File: config.mk
export PLATFORM = sky130hd
export DESIGN_NAME = decode_sequencer_flat
export DESIGN_NICKNAME = d
export VERILOG_FILES = /design/src/rtl/decode_sequencer_if.sv /design/src/rtl/decode_sequencer.sv /design/src/flat_wrapper.sv
export SDC_FILE = /design/constraint.sdc
export NUM_CORES = 1
export LEC_CHECK = 0
export ABC_AREA = 1
export CAP_MARGIN = 20
export CORE_ASPECT_RATIO = 0.75
export CORE_MARGIN = 10
export CORE_UTILIZATION = 42
export DETAILED_ROUTE_END_ITERATION = 16
export PLACE_DENSITY = 0.88
export SLEW_MARGIN = 20
export SYNTH_ARGS = -nofsm -noshare
export SYNTH_HDL_FRONTEND = slang
export SYNTH_SLANG_ARGS = --single-unit
File: constraint.sdc
create_clock -name Clock -period 4.9 [get_ports Clock]
set_clock_uncertainty 0.2 [all_clocks]
set_input_delay 0.98 -clock Clock [delete_from_list [all_inputs] [get_ports Clock]]
set_output_delay 0.98 -clock Clock [all_outputs]
set_load 0.02 [all_outputs]
File: src/rtl/decode_sequencer_if.sv
// SRAM request bus driven by the decode sequencer towards the SRAM controller.
interface decode_sequencer_if;
    logic [17:0] SRAM_address;
    logic [15:0] SRAM_write_data;
    logic        SRAM_we_n;

    modport master (
        output SRAM_address,
        output SRAM_write_data,
        output SRAM_we_n
    );

    modport slave (
        input SRAM_address,
        input SRAM_write_data,
        input SRAM_we_n
    );
endinterface

File: src/rtl/decode_sequencer.sv
// Image decoder flow controller: UART load -> M2 -> M1 -> VGA, owns the SRAM port.
// Optional per-milestone watchdog: define SEQ_WATCHDOG_EN.
module decode_sequencer #(
    parameter int TIMEOUT_CYCLES = 50000000,
    parameter int TIMER_W        = 26,
    parameter int WDOG_CYCLES    = 33554431
) (
    input  logic        Clock,
    input  logic        resetn,
    input  logic        UART_RX_I,
    input  logic [17:0] UART_SRAM_address,
    input  logic [15:0] UART_SRAM_write_data,
    input  logic        UART_SRAM_we_n,
    output logic        UART_rx_initialize,
    output logic        UART_rx_enable,
    input  logic [17:0] M2_address,
    input  logic [15:0] M2_write_data,
    input  logic        M2_we_n,
    input  logic        M2_done,
    output logic        M2_start,
    input  logic [17:0] M1_address,
    input  logic [15:0] M1_write_data,
    input  logic        M1_we_n,
    input  logic        M1_done,
    output logic        M1_start,
    input  logic [17:0] VGA_SRAM_address,
    output logic        VGA_enable,
    decode_sequencer_if.master sram,
    output logic [1:0]  seq_state,
    output logic        seq_error
);

    typedef enum logic [1:0] {
        S_IDLE = 2'd0,
        S_UART = 2'd1,
        S_M2   = 2'd2,
        S_M1   = 2'd3
    } state_t;

    localparam logic [TIMER_W-1:0] TO_LAST = TIMER_W'(TIMEOUT_CYCLES - 1);

    state_t             r_state, w_state_nx;
    logic [TIMER_W-1:0] r_timer, w_timer_nx;
    logic r_init, w_init_nx;
    logic r_en, w_en_nx;
    logic r_m2s, w_m2s_nx;
    logic r_m1s, w_m1s_nx;
    logic r_vga, w_vga_nx;
    logic r_first, w_first_nx;
    logic w_done_q;

`ifdef SEQ_WATCHDOG_EN
    localparam logic [TIMER_W-1:0] WD_LAST = TIMER_W'(WDOG_CYCLES - 1);
    logic [TIMER_W-1:0] r_wdog, w_wdog_nx;
    logic r_err, w_err_nx;
`endif

    always_ff @(posedge Clock) begin
        if (!resetn) begin
            r_state <= S_IDLE;
            r_timer <= '0;
            r_init  <= 1'b0;
            r_en    <= 1'b0;
            r_m2s   <= 1'b0;
            r_m1s   <= 1'b0;
            r_vga   <= 1'b1;
            r_first <= 1'b0;
`ifdef SEQ_WATCHDOG_EN
            r_wdog  <= '0;
            r_err   <= 1'b0;
`endif
        end else begin
            r_state <= w_state_nx;
            r_timer <= w_timer_nx;
            r_init  <= w_init_nx;
            r_en    <= w_en_nx;
            r_m2s   <= w_m2s_nx;
            r_m1s   <= w_m1s_nx;
            r_vga   <= w_vga_nx;
            r_first <= w_first_nx;
`ifdef SEQ_WATCHDOG_EN
            r_wdog  <= w_wdog_nx;
            r_err   <= w_err_nx;
`endif
        end
    end

    // Done is ignored on the first cycle in a state: the slave has not seen start yet.
    always_comb begin
        w_state_nx = r_state;
        w_timer_nx = r_timer;
        w_init_nx  = r_init;
        w_en_nx    = r_en;
        w_m2s_nx   = r_m2s;
        w_m1s_nx   = r_m1s;
        w_vga_nx   = r_vga;
        w_first_nx = 1'b0;
        w_done_q   = 1'b0;
`ifdef SEQ_WATCHDOG_EN
        w_wdog_nx  = r_wdog + 1'b1;
        w_err_nx   = r_err;
`endif
        case (r_state)
            S_IDLE: begin
                w_init_nx = 1'b0;
                w_en_nx   = 1'b0;
                w_m2s_nx  = 1'b0;
                w_m1s_nx  = 1'b0;
                w_vga_nx  = 1'b1;
                if (!UART_RX_I) begin
                    w_init_nx  = 1'b1;
                    w_timer_nx = '0;
                    w_vga_nx   = 1'b0;
                    w_state_nx = S_UART;
`ifdef SEQ_WATCHDOG_EN
                    w_err_nx   = 1'b0;
`endif
                end
            end
            S_UART: begin
                w_init_nx = 1'b0;
                w_en_nx   = r_init;
                if (!UART_SRAM_we_n) begin
                    w_timer_nx = '0;
                end else if (r_timer == TO_LAST) begin
                    w_timer_nx = '0;
                    w_m2s_nx   = 1'b1;
                    w_first_nx = 1'b1;
                    w_state_nx = S_M2;
`ifdef SEQ_WATCHDOG_EN
                    w_wdog_nx  = '0;
`endif
                end else begin
                    w_timer_nx = r_timer + 1'b1;
                end
            end
            S_M2: begin
                w_m2s_nx = 1'b1;
                w_done_q = !r_first && M2_done;
                if (w_done_q) begin
                    w_m2s_nx   = 1'b0;
                    w_m1s_nx   = 1'b1;
                    w_first_nx = 1'b1;
                    w_state_nx = S_M1;
`ifdef SEQ_WATCHDOG_EN
                    w_wdog_nx  = '0;
`endif
                end
            end
            S_M1: begin
                w_done_q = !r_first && M1_done;
                if (w_done_q) begin
                    w_m1s_nx   = 1'b0;
                    w_vga_nx   = 1'b1;
                    w_state_nx = S_IDLE;
                end
            end
            default: begin
                w_m2s_nx   = 1'b0;
                w_m1s_nx   = 1'b0;
                w_state_nx = S_IDLE;
            end
        endcase
`ifdef SEQ_WATCHDOG_EN
        if ((r_state == S_M2 || r_state == S_M1) &&
            !w_done_q && r_wdog == WD_LAST) begin
            w_m2s_nx   = 1'b0;
            w_m1s_nx   = 1'b0;
            w_vga_nx   = 1'b1;
            w_err_nx   = 1'b1;
            w_first_nx = 1'b0;
            w_state_nx = S_IDLE;
        end
`endif
    end

    always_comb begin
        sram.SRAM_address    = VGA_SRAM_address;
        sram.SRAM_write_data = 16'd0;
        sram.SRAM_we_n       = 1'b1;
        case (r_state)
            S_UART: begin
                sram.SRAM_address    = UART_SRAM_address;
                sram.SRAM_write_data = UART_SRAM_write_data;
                sram.SRAM_we_n       = UART_SRAM_we_n;
            end
            S_M2: begin
                sram.SRAM_address    = M2_address;
                sram.SRAM_write_data = M2_write_data;
                sram.SRAM_we_n       = M2_we_n;
            end
            S_M1: begin
                sram.SRAM_address    = M1_address;
                sram.SRAM_write_data = M1_write_data;
                sram.SRAM_we_n       = M1_we_n;
            end
            default: ;
        endcase
    end

    assign UART_rx_initialize = r_init;
    assign UART_rx_enable     = r_en;
    assign M2_start           = r_m2s;
    assign M1_start           = r_m1s;
    assign VGA_enable         = r_vga;
    assign seq_state          = r_state;
`ifdef SEQ_WATCHDOG_EN
    assign seq_error          = r_err;
`else
    assign seq_error          = 1'b0;
`endif

endmodule
File: src/flat_wrapper.sv
// flat-port wrapper written by rule: the top's interface ports become plain ports
module decode_sequencer_flat 
#(
    parameter int TIMEOUT_CYCLES = 50000000,
    parameter int TIMER_W        = 26,
    parameter int WDOG_CYCLES    = 33554431
)
  (Clock, resetn, UART_RX_I, UART_SRAM_address, UART_SRAM_write_data, UART_SRAM_we_n, UART_rx_initialize, UART_rx_enable, M2_address, M2_write_data, M2_we_n, M2_done, M2_start, M1_address, M1_write_data, M1_we_n, M1_done, M1_start, VGA_SRAM_address, VGA_enable, seq_state, seq_error, sram_SRAM_address, sram_SRAM_write_data, sram_SRAM_we_n);
  decode_sequencer_if sram_i ();
  input  logic Clock;
  input  logic resetn;
  input  logic UART_RX_I;
  input  logic [17:0] UART_SRAM_address;
  input  logic [15:0] UART_SRAM_write_data;
  input  logic UART_SRAM_we_n;
  output logic UART_rx_initialize;
  output logic UART_rx_enable;
  input  logic [17:0] M2_address;
  input  logic [15:0] M2_write_data;
  input  logic M2_we_n;
  input  logic M2_done;
  output logic M2_start;
  input  logic [17:0] M1_address;
  input  logic [15:0] M1_write_data;
  input  logic M1_we_n;
  input  logic M1_done;
  output logic M1_start;
  input  logic [17:0] VGA_SRAM_address;
  output logic VGA_enable;
  output logic [1:0] seq_state;
  output logic seq_error;
  output wire logic [$bits(sram_i.SRAM_address)-1:0] sram_SRAM_address;
  output wire logic [$bits(sram_i.SRAM_write_data)-1:0] sram_SRAM_write_data;
  output wire logic [$bits(sram_i.SRAM_we_n)-1:0] sram_SRAM_we_n;
  assign sram_SRAM_address = sram_i.SRAM_address;
  assign sram_SRAM_write_data = sram_i.SRAM_write_data;
  assign sram_SRAM_we_n = sram_i.SRAM_we_n;
  decode_sequencer #(.TIMEOUT_CYCLES(TIMEOUT_CYCLES), .TIMER_W(TIMER_W), .WDOG_CYCLES(WDOG_CYCLES)) u_core (.Clock(Clock), .resetn(resetn), .UART_RX_I(UART_RX_I), .UART_SRAM_address(UART_SRAM_address), .UART_SRAM_write_data(UART_SRAM_write_data), .UART_SRAM_we_n(UART_SRAM_we_n), .UART_rx_initialize(UART_rx_initialize), .UART_rx_enable(UART_rx_enable), .M2_address(M2_address), .M2_write_data(M2_write_data), .M2_we_n(M2_we_n), .M2_done(M2_done), .M2_start(M2_start), .M1_address(M1_address), .M1_write_data(M1_write_data), .M1_we_n(M1_we_n), .M1_done(M1_done), .M1_start(M1_start), .VGA_SRAM_address(VGA_SRAM_address), .VGA_enable(VGA_enable), .sram(sram_i), .seq_state(seq_state), .seq_error(seq_error));
endmodule
==> metrics.cfg <==
[min_path]
hold_path_class=flop to flop
hold_depth=2

[clock_tree]
cts_tree=built
clkSinkCount=34
clk_pin_slew_ns=0.08
clockRootBuffer=clkbuf_8
numCtsBuffers=5
cts-resized-gates=0
postCtsHoldBufs=0
cts_buffer_depth=2
cts_setup_buffers=0
clk_latency_ns=0.30
htree_num_levels=2

[synth]
yosysTopAreaCellShare_pct=23.3
synth_ff_type=dfxtp_1
yosysTopAreaCell=dfxtp_1
syn-cell-area_um2=2920
synth.area.top_cells=dfxtp_1 (23%), nand2_1 (21%), nor2_1 (9.0%)
yosysUniqueCellTypes=39
async_flop_share_pct=0
synth-edff-count=0
synth-seq-cells=34
syn_nets=637
synth_warnings=0
synth_cells=502
syn_avg_cell_area_um2=5.82
synth.yosys.seq_area_share_pct=23.3

[power_and_ir_drop]
switching_share_pct=50.0
power.density_nw_per_um2=428
clkPwrFrac_pct=11.0
leakagePower_nw=1.94
sequentialPowerShare_pct=15.8
p_sw_w=0.00102
p_int_w=0.00102
ir_drop_uv=297
comb_power_share_pct=73.3

[worst_setup_path]
cp.required_ns=3.72
reg2reg_from=u_core.seq_state[1]$_SDFFE_PN0P_
critPathMaxStageDelay_ns=0.67
crit_fanout=19
cp_num_buf_inv=3
r2r_slack_ns=2.12
r2r_cells=8
start_kind=flop
cp-startpoint=u_core.seq_state[0]$_SDFFE_PN0P_
path_depth=6
critPathSlowestCell=clkdlybuf4s50_1
r2r_end=u_core.r_timer[20]$_SDFFE_PN0P_
path_cells=inv_1, ha_1, buf_4, nand2_1, a31oi_1, clkdlybuf4s50_1
crit_end=sram_SRAM_address[0]
cp.arrival_ns=2.67
worstSetupPathType=flop to output pin
crit_path_end_kind=output pin
critPathTopFamily=buffers and inverters

[sta]
rsz0062_at_grt=no
fmax_mhz=260
tns_ns=0
final_hold_viol_count=0
tightest_slew_ns=0.737
slew_headroom_pct=50.9
min_period_over_period_pct=78.6
maxSlewViolCount=0
period_minus_slack_ns=3.85
setup_viol=0

[floorplan]
die_w_um=116
start_util_pct=43.0
die-area_um2=10700
rows=26
ios=171
die_h_um=92.2
core_um2=6800

[layout]
drive_gt1_share_pct=6.03
layout_common_cells=clkdlybuf4s50_1 (169), nand2_1 (160), nor2_1 (70), inv_1 (47), nand3_1 (41)
layout_commonest_cell=clkdlybuf4s50_1
layout.nets=797
design_area_um2=4750
diodes=0
syn2layout_area_growth_pct=62.5

[placement]
dp_hpwl_um=10900
dpl-instance-area_um2=4650
finalWeightedCongestion=0.951
port_buffers=169

[drt]
wl_per_cell_um=17.7
firstDrtPassIters=6
ant_nets=0
wirelength_um=13200
drt-initial-drc-count=319
drc=0
vias_per_cell=5.23
dr_total_vias=3907

[grt]
antenna_found_initial=0
gr-usage-met1_pct=30.0
track_usage_pct=23.7
use_met2_pct=39.5
grt.overflow.total=0
grt_pass1_vias=3640
grt_pass1_wl_um=20200
grt_max_degree=42
gr-usage-met3_pct=4.95
busiest_layer=met2

[outcome]
status=finished clean

[flow_run]
cap_violations=0

-- layout make-up --
| type | instances | area [um2] |
|---|---|---|
| fillers | 554 | 2050 |
| multi-input cells | 393 | 1920 |
| repair buffers | 176 | 1740 |
| flip-flops and latches | 34 | 681 |
| inverters | 52 | 200 |
| well taps | 84 | 105 |
| clock buffers | 6 | 82.6 |
| clock inverters | 2 | 12.5 |
-- flip-flops by register name, summed over array words and instances (netlist names) --
name / count
u_core.r_first: 1
u_core.M1_start: 1
u_core.VGA_enable: 1
u_core.seq_state: 2
u_core.r_timer: 26
u_core.UART_rx_enable: 1
u_core.M2_start: 1
u_core.UART_rx_initialize: 1
-- worst reg2reg max path: cells and delay by family (launching register included) --
kind                       cells  cell delay, ns
adders and majority gates      1            0.22
and+or+nand+nor                2            0.40
DFF                            1            0.41
buffers and inverters          3            0.57
AOI/OAI and AO/OA              2            0.90
-- metrics by stage --
stage               power, W  hold slack (ns)  setup slack (ns)  util, %  cells
floorplan            0.00117            0.261              1.97        -    502
global placement     0.00178            0.244              1.21     68.4    739
detailed placement   0.00180            0.253              1.18     68.4    739
CTS                  0.00203            0.270              1.03     69.8    747
global route         0.00215            0.288             0.897     69.8    747
finish               0.00203            0.268              1.05     69.8    747
-- cell families (layout without fill, tap and decap cells) --
group	after synthesis	count (layout)	synth area share [%]
and+or+nand+nor	310	310	46.3
AOI/OAI and AO/OA	59	59	11.5
adders and majority gates	7	7	3.00
DFF	34	34	23.3
buffers and inverters	75	236	10.9
xor gates and xnor gates	16	16	4.80
other	1	1	0.128
-- power groups by stage --
stage	registers, W	clock network, W	logic [W]
after global placement	0.000324	0	0.00146
after global routing	0.000325	0.000235	0.00159
final	0.000321	0.000223	0.00149
after CTS	0.000320	0.000222	0.00149
after detailed placement	0.000326	0	0.00148
after floorplan	0.000346	0	0.000823
-- metal layers --
layer	up-vias	share of wire, %	wire [um]
li1	1916	-	-
met1	1741	40	5330
met2	220	49	6500
met3	30	8.5	1120
met4	0	2.2	286
met5	-	0	0
-- synth_stat cells, types with 7 or more instances --
cell,n
a31oi_1,18
a21oi_1,29
nor2_1,70
ha_1,7
nand4_1,8
nor3_1,9
nor2_2,7
inv_1,47
nand2_1,160
xor2_1,13
dfxtp_1,34
nand3_1,41
clkbuf_1,12
-- worst min-delay path by stage --
stage | slack, ns | end | start
2_1_floorplan | 0.26 | u_core.r_timer[1]$_SDFFE_PN0P_ | u_core.r_timer[1]$_SDFFE_PN0P_
3_3_place_gp | 0.24 | u_core.VGA_enable$_SDFFE_PN1P_ | u_core.VGA_enable$_SDFFE_PN1P_
3_5_place_dp | 0.25 | u_core.VGA_enable$_SDFFE_PN1P_ | u_core.VGA_enable$_SDFFE_PN1P_
4_1_cts | 0.27 | u_core.UART_rx_enable$_SDFFE_PN0P_ | u_core.UART_rx_enable$_SDFFE_PN0P_
5_1_grt | 0.29 | u_core.UART_rx_enable$_SDFFE_PN0P_ | u_core.UART_rx_enable$_SDFFE_PN0P_
6_report | 0.27 | u_core.UART_rx_enable$_SDFFE_PN0P_ | u_core.UART_rx_enable$_SDFFE_PN0P_
Power figures use the tool's default switching activity.
